--- src/rtl/tpu_pkg.sv ---
// Shared definitions for the Mini TPU host-side instruction path: opcodes, instruction
// field positions, operand memory selectors and the sequencer state encoding.
package tpu_pkg;

    localparam int unsigned DATA_WIDTH = 8;
    localparam int unsigned INSTR_WIDTH = 16;

    localparam logic [1:0] OP_START = 2'b00;
    localparam logic [1:0] OP_STOP  = 2'b01;
    localparam logic [1:0] OP_LOAD  = 2'b10;
    localparam logic [1:0] OP_STORE = 2'b11;

    localparam int unsigned OPC_LSB     = 14;
    localparam int unsigned MEM_SEL_BIT = 13;
    localparam int unsigned ROW_LSB     = 10;
    localparam int unsigned COL_LSB     = 8;
    localparam int unsigned IMM_LSB     = 0;

    localparam logic MEM_A = 1'b0;
    localparam logic MEM_B = 1'b1;

    typedef enum logic [2:0] {
        StIdle,
        StLoad,
        StStartI,
        StCompute,
        StStopI,
        StStoreI,
        StCapture,
        StResult
    } seq_state_e;

endpackage

--- src/rtl/tpu_instr_encoder.sv ---
// Packs opcode and operand fields into the 16-bit control-unit instruction word.
module tpu_instr_encoder
    import tpu_pkg::*;
(
    input  logic [1:0]  opcode,
    input  logic        mem_sel,
    input  logic [1:0]  row,
    input  logic [1:0]  col,
    input  logic [7:0]  imm,
    output logic [15:0] instr
);

    logic is_load;

    assign is_load = (opcode == OP_LOAD);

    always_comb begin
        instr = '0;
        instr[OPC_LSB +: 2] = opcode;
        // mem_sel and imm only carry meaning for LOAD
        instr[MEM_SEL_BIT]  = is_load ? mem_sel : 1'b0;
        instr[ROW_LSB +: 2] = row;
        instr[COL_LSB +: 2] = col;
        instr[IMM_LSB +: 8] = is_load ? imm : 8'h00;
    end

endmodule

--- src/rtl/tpu_instr_sequencer.sv ---
// Host-side issuer: LOADs 32 operand bytes, START, compute wait, STOP, then 16 STORE/readback
// pairs. Define TPU_SEQ_PERF_EN to add the job_cycles performance counter port.
module tpu_instr_sequencer #(
    parameter int unsigned DATA_WIDTH     = tpu_pkg::DATA_WIDTH,
    parameter int unsigned RES_WIDTH      = 16,
    parameter int unsigned COMPUTE_CYCLES = 10
) (
    input  logic                  clk,
    input  logic                  rst_n,
    input  logic                  go,
    input  logic                  in_valid,
    output logic                  in_ready,
    input  logic [DATA_WIDTH-1:0] in_data,
    output logic                  instr_valid,
    input  logic                  instr_ready,
    output logic [15:0]           instr,
    input  logic [RES_WIDTH-1:0]  result_in,
    output logic                  out_valid,
    input  logic                  out_ready,
    output logic [RES_WIDTH-1:0]  out_data,
    output logic                  busy,
    output logic                  done
`ifdef TPU_SEQ_PERF_EN
    ,
    output logic [15:0]           job_cycles
`endif
);

    import tpu_pkg::*;

    localparam int unsigned CntW = (COMPUTE_CYCLES > 1) ? $clog2(COMPUTE_CYCLES) : 1;

    seq_state_e           state_q, state_d;
    logic [4:0]           idx_q, idx_d;
    logic [CntW-1:0]      cnt_q, cnt_d;
    logic                 issued_q, issued_d;
    logic [15:0]          instr_q, instr_d;
    logic                 instr_valid_q, instr_valid_d;
    logic                 out_valid_q, out_valid_d;
    logic [RES_WIDTH-1:0] out_data_q, out_data_d;
    logic                 done_q, done_d;

    logic       instr_accept;
    logic       reg_free;
    logic       load_instr;
    logic [1:0] enc_op;
    logic [4:0] enc_idx;
    logic [15:0] enc_instr;

    assign instr_accept = instr_valid_q && instr_ready;
    assign reg_free     = !instr_valid_q || instr_ready;

    // RESULT pre-encodes the next STORE so it can load on the out handshake
    assign enc_idx = (state_q == StLoad)   ? idx_q :
                     (state_q == StResult) ? idx_q + 5'd1 : 5'd0;
    assign enc_op  = (state_q == StLoad)    ? OP_LOAD  :
                     (state_q == StStartI)  ? OP_START :
                     (state_q == StCompute) ? OP_STOP  : OP_STORE;

    tpu_instr_encoder u_encoder (
        .opcode  (enc_op),
        .mem_sel (enc_idx[4]),
        .row     (enc_idx[3:2]),
        .col     (enc_idx[1:0]),
        .imm     (8'(in_data)),
        .instr   (enc_instr)
    );

    always_ff @(posedge clk or negedge rst_n) begin
        if (!rst_n) begin
            state_q       <= StIdle;
            idx_q         <= '0;
            cnt_q         <= '0;
            issued_q      <= 1'b0;
            instr_q       <= '0;
            instr_valid_q <= 1'b0;
            out_valid_q   <= 1'b0;
            out_data_q    <= '0;
            done_q        <= 1'b0;
        end else begin
            state_q       <= state_d;
            idx_q         <= idx_d;
            cnt_q         <= cnt_d;
            issued_q      <= issued_d;
            instr_q       <= instr_d;
            instr_valid_q <= instr_valid_d;
            out_valid_q   <= out_valid_d;
            out_data_q    <= out_data_d;
            done_q        <= done_d;
        end
    end

    always_comb begin
        state_d       = state_q;
        idx_d         = idx_q;
        cnt_d         = cnt_q;
        issued_d      = issued_q;
        instr_d       = instr_q;
        instr_valid_d = instr_valid_q && !instr_accept;
        out_valid_d   = out_valid_q;
        out_data_d    = out_data_q;
        done_d        = 1'b0;
        load_instr    = 1'b0;

        unique case (state_q)
            StIdle: begin
                if (go) begin
                    state_d = StLoad;
                    idx_d   = '0;
                end
            end
            StLoad: begin
                if (in_valid && reg_free) begin
                    load_instr = 1'b1;
                    if (idx_q == 5'd31) begin
                        state_d  = StStartI;
                        idx_d    = '0;
                        issued_d = 1'b0;
                    end else begin
                        idx_d = idx_q + 5'd1;
                    end
                end
            end
            StStartI: begin
                if (!issued_q) begin
                    if (reg_free) begin
                        load_instr = 1'b1;
                        issued_d   = 1'b1;
                    end
                end else if (instr_accept) begin
                    state_d  = StCompute;
                    cnt_d    = '0;
                    issued_d = 1'b0;
                end
            end
            StCompute: begin
                // STOP is loaded on the last wait cycle so it appears exactly on time
                if (cnt_q == CntW'(COMPUTE_CYCLES - 1)) begin
                    load_instr = 1'b1;
                    state_d    = StStopI;
                end else begin
                    cnt_d = cnt_q + 1'b1;
                end
            end
            StStopI: begin
                if (instr_accept) begin
                    load_instr = 1'b1;
                    idx_d      = '0;
                    state_d    = StStoreI;
                end
            end
            StStoreI: begin
                if (instr_accept) begin
                    state_d = StCapture;
                end
            end
            StCapture: begin
                out_data_d  = result_in;
                out_valid_d = 1'b1;
                state_d     = StResult;
            end
            StResult: begin
                if (out_ready) begin
                    out_valid_d = 1'b0;
                    if (idx_q == 5'd15) begin
                        done_d  = 1'b1;
                        state_d = StIdle;
                    end else begin
                        load_instr = 1'b1;
                        idx_d      = idx_q + 5'd1;
                        state_d    = StStoreI;
                    end
                end
            end
            default: state_d = StIdle;
        endcase

        if (load_instr) begin
            instr_d       = enc_instr;
            instr_valid_d = 1'b1;
        end
    end

    always_comb begin
        in_ready    = (state_q == StLoad) && reg_free;
        busy        = (state_q != StIdle);
        instr       = instr_q;
        instr_valid = instr_valid_q;
        out_valid   = out_valid_q;
        out_data    = out_data_q;
        done        = done_q;
    end

`ifdef TPU_SEQ_PERF_EN
    logic [15:0] job_cycles_q;

    // Counts the go cycle through the done cycle inclusive, saturating
    always_ff @(posedge clk or negedge rst_n) begin
        if (!rst_n) begin
            job_cycles_q <= '0;
        end else if (state_q == StIdle && go) begin
            job_cycles_q <= 16'd1;
        end else if ((busy || done_q) && job_cycles_q != 16'hFFFF) begin
            job_cycles_q <= job_cycles_q + 16'd1;
        end
    end

    assign job_cycles = job_cycles_q;
`endif

endmodule
--- config.mk ---
export PLATFORM = sky130hd
export DESIGN_NAME = tpu_instr_sequencer
export DESIGN_NICKNAME = d
export VERILOG_FILES = /design/src/rtl/tpu_pkg.sv /design/src/rtl/tpu_instr_encoder.sv /design/src/rtl/tpu_instr_sequencer.sv
export SDC_FILE = /design/constraint.sdc
export NUM_CORES = 1
export LEC_CHECK = 0
export BUFFER_PORTS_ARGS = -buffer_cell sky130_fd_sc_hd__buf_2
export CAP_MARGIN = 10
export CORE_MARGIN = 2
export CORE_UTILIZATION = 56
export CTS_CLUSTER_DIAMETER = 150
export DETAILED_ROUTE_END_ITERATION = 8
export PLACE_DENSITY = 0.91
export SETUP_SLACK_MARGIN = 0.5
export SYNTH_ARGS = -nofsm -noshare
export SYNTH_HDL_FRONTEND = slang
export SYNTH_SLANG_ARGS = --single-unit
--- constraint.sdc ---
create_clock -name clk -period 3.89 [get_ports clk]
set_input_delay 0.389 -clock clk [delete_from_list [all_inputs] [get_ports clk]]
set_output_delay 0.389 -clock clk [all_outputs]
set_load 0.05 [all_outputs]
# == Word level (Yosys, flattened, before mapping) ==
# Cells that the tools add are included.
# op_classes
n_mux,48
n_div,0
shift,0
multipliers,0
n_reduce_logical,18
add_sub_neg,2
bitwise_logic,0
eq_ne,22
n_lt_le_gt_ge,0
# ops
operator,n
$mux 5,8
$mux 3,10
$pmux 3 s8,1
$pmux 5 s4,1
$mux 1,17
$ne 2x2->1 const B,8
$eq 3x3->1 const B,4
$mux 4,3
$reduce_and 9->1,1
$mux 8,1
$pmux 4 s2,1
$eq 3x2->1 const B,2
$mux 2,3
$ne 2x1->1 const B,3
$reduce_and 6->1,1
$reduce_bool 2->1,3
$add 5x1->5 const B,1
$eq 5x4->1 const B,1
$eq 5x5->1 const B,1
$pmux 1 s5,1
$add 4x1->4 const B,1
$eq 4x4->1 const B,1
$logic_and 1x1->1,4
$pmux 1 s2,2
other kinds (10),11
# totals
ramBits,0
wordCells,99
reg_bits,47
latchBits,0
romBits,0
n_memories,0
out_inout_bits,37
input_bits,30

# == Depth between registers and ports, before layout ==
# depth
word_depth,6
mapped_depth,9

# == Hierarchy ==
# From an unflattened synthesis, not the netlist that was laid out.
# hier_totals
hier_cells,218
area_unflattened_um2,2472.4
# by_module_without_submodules
module,n_inst,area_each_um2,cells_each
tpu_instr_sequencer,1,2337.2,201
tpu_instr_encoder,1,135.1,17

# == Least setup slack after synthesis ==
# No wires, ideal clock.
# synth_path
path_type,register to register
from,register idx_q[0]
to,register idx_q[4]
path_stages_with_launch,9
slack_ps,1781
required_time_ps,3826
t_arrival_ps,2045
path_cell_list,dfrtp_1 -> ha_1 -> and3_1 -> ha_1 -> nand2b_1 -> a311oi_1 -> nand3_1 -> a211oi_1 -> a21o_1
# synth_via
elab_chain_cells,4
elab_cells_between_ends,10
# synth_rtl
item,line,source
start: declaration,tpu_instr_sequencer.sv:34,"logic [4:0] idx_q, idx_d;"
start signal: assignment,tpu_instr_sequencer.sv:82,idx_q <= idx_d;
$add 5x1->5 / $eq 5x5->1 (equally long branches),"tpu_instr_sequencer.sv:120, tpu_instr_sequencer.sv:170, tpu_instr_sequencer.sv:115",
"$mux 5, on equally long branches","tpu_instr_sequencer.sv:165, tpu_instr_sequencer.sv:115",
"$mux 5, on equally long branches","tpu_instr_sequencer.sv:163, tpu_instr_sequencer.sv:113",
$pmux 5 s4,tpu_instr_sequencer.sv:105,unique case (state_q)
# Several ways; a longest one is shown, not always the timed one. The select of a mux whose other input is x is not followed.
# A chain may end at the register's enable or synchronous reset.

# == Final worst setup path ==
# Same ends and word-level chain as after synthesis.

==> impl_metrics.toml <==
[timing]
slew_viol_final = 0
setup_tns_ns = 0
period_needed_ns = 2.51
setup_viol = 0
fin_skew_ns = 0.00712
worstMarginPinSlew_ns = 0.998
relSlewSlack = 0.335
fmax_mhz = 398
hold_violations = 0
fin_crit_sh = 0.646
rsz0062_at_grt = "false"

[place]
hpwl_um = 3710
placed_cell_area_mm2 = 0.00276
routabilityCongestion = 0.910
io_buffer_count = 65

[route]
route.detailed.drc = 0
first_iter_violations = 74
totalWireLength_um = 5080
ant_nets = 0
routed_via_density = 5.44
routedWlPerCell_um = 15.1
dr_total_vias = 1832
first_pass_iters = 4

[finish]
regArea_mm2 = 0.00118
area_growth_pct = 16.9
fin_nets = 327
layout-drive-gt1-share = 0.341
num-fill-cells = 304
fin_area_mm2 = 0.00284
multiInputGateArea_mm2 = 0.00112
num_antenna_cells = 0

[clock_network]
cts_buffers = 5
root_buffer = "clkbuf_8"
holdBufCountCts = 0
ctsHtreeMaxLevel = 2
cts_resized = 0
clock_sinks = 47
clk_latency_ns = 0.30
cts_buffer_depth = 2
clkTransAtPathRegs_ns = 0.09
post_cts_buffers = 0
cts_tree = "done"

[grt]
grt_pass1_wl_um = 8410
grt_pass1_vias = 1767
grt_usage = 0.216
grt_start_max_net_pins = 48
antenna_found_initial = 0
grt-ovfl-total = 0

[floorplan]
start_util = 0.595
die_x_um = 69.9
pin_count = 67
die_y_um = 69.9
coreArea_mm2 = 0.00409
die_area_mm2 = 0.00489
row_count = 23

[power_and_ir_drop]
power_density_mw_per_mm2 = 964
leakagePower_nw = 1.45
power_mw = 2.74
vdd_drop_max_v = 0.000598

[synthesis]
synth.distinct_cells = 43
ys.flop_type = "dfrtp_1"
synth_edf_count = 0
syn_inst = 224
syn_nets = 264
ys_async_sr_fraction = 1.00
synth_seq_cells = 47
synth.avg_cell_area_um2 = 10.9
synth.cell_area_mm2 = 0.00243
ys_seq_area_frac = 0.484
ys_warn_count = 0

[setup_path]
crit_required_ns = 4.13
arrival_ns = 2.76
startpoint_type = "flop"
path_class = "flop to flop"
worstPathMaxFanout = 7
crit-reg2reg-launch = "idx_q[0]"
critPathCaptureType = "flop"
cp-startpoint = "idx_q[0]"

[status]
outcome = "finished, final reports clean"

[hold_path]
hold_class = "input pin to asynchronous set/reset pin"

[job]
maxCapViolations = 0
cell type report:
type / count / share of cell area
timing repair buffer: 66 / 0.117
clock buffer: 5 / 0.0242
tap: 50 / 0.0220
sequential: 47 / 0.414
clock inverter: 2 / 0.00484
multi-input combinational: 150 / 0.396
inverter: 17 / 0.0224
worst paths after layout:
check	endpoint	slack (ns)	cells past startpoint
setup reg to reg	idx_q[4]	1.38	8
hold / removal	issued_q	0.26	1
hold reg to reg	out_data[0]	0.50	1
setup / recovery	idx_q[4]	1.38	8
min in group clk	out_data[10]	0.32	2
max in group asynchronous	idx_q[1]	3.03	1
metal layers:
metal  wire (µm)  track usage  share of wire  vias up
met5           0            0              0        -
met4          76       0.0598          0.015        0
met3         335       0.0418          0.066        8
met2        2500        0.371           0.49       74
met1        2170        0.278           0.43      861
li1            -            -              -      889
report_power, final:
part,leakage [nW],switching (mW),internal (mW)
sequential,0.590,0.152,0.689
clock,0.0440,0.158,0.123
combinational,0.813,1.10,0.514
state kept, by name, indices dropped and copies added, names as in the netlist:
signal and flops:
instr 15, cnt_q 4, instr_valid 1, state_q 3, issued_q 1, out_valid 1
done 1, idx_q 5, out_data 16
Yosys cell counts, drive strengths merged (2+ instances only):
cell    count  share of area
dfrtp      47           0.48
nand2      24          0.037
mux2       22           0.11
inv        17          0.026
o21ai      14          0.029
mux2i      12          0.049
ha         10          0.051
nand2b      9          0.023
buf         7          0.023
nand3       7          0.016
nor2        7          0.011
a21oi       5          0.010
nor2b       5          0.013
nor3        5          0.010
and3b       3          0.011
clkbuf      3         0.0046
o31ai       3         0.0093
a211oi      2         0.0062
a21o        2         0.0062
and2        2         0.0051
and3        2         0.0051
nand3b      2         0.0062
metrics by stage:
| stage | util | worst slack [ns] | hold slack (ns) | std cells |
|---|---|---|---|---|
| floorplan | - | 1.78 | 0.0934 | 224 |
| global placement | 0.675 | 1.52 | 0.480 | 330 |
| detailed placement | 0.675 | 1.42 | 0.488 | 330 |
| CTS | 0.696 | 1.38 | 0.296 | 337 |
| global route | 0.696 | 1.25 | 0.311 | 337 |
| finish | 0.696 | 1.38 | 0.258 | 337 |
critical path, stage by stage (launching register included):
cell	delay, ns
dfrtp_1	0.45
ha_1	0.27
and3_1	0.22
ha_1	0.23
nand2b_1	0.18
a311oi_1	0.37
nand3_1	0.29
a211oi_1	0.34
a21o_1	0.12
logic make-up (layout without fill, tap and decap cells):
kind of cell | after synthesis | after routing | synth area share
AND/OR/NAND/NOR | 72 | 72 | 0.158
adder cells (fa/ha/maj) | 10 | 10 | 0.0514
AO/OA/AOI/OAI | 33 | 33 | 0.0926
buffers and inverters | 27 | 90 | 0.0540
multiplexers | 34 | 34 | 0.159
flip-flops | 47 | 47 | 0.484
other | 1 | 1 | 0.00154
placed cells by master, fill, tap and decap left out, drive strengths merged, types with 3 or more instances in the layout:
master / Yosys / routed
buf: 7 / 66
dfrtp: 47 / 47
nand2: 24 / 24
mux2: 22 / 22
inv: 17 / 17
o21ai: 14 / 14
mux2i: 12 / 12
ha: 10 / 10
nand2b: 9 / 9
nor2: 7 / 7
nand3: 7 / 7
nor2b: 5 / 5
nor3: 5 / 5
a21oi: 5 / 5
clkbuf: 3 / 5
o31ai: 3 / 3
and3b: 3 / 3
Note: power is estimated with default switching activity, not from simulation.
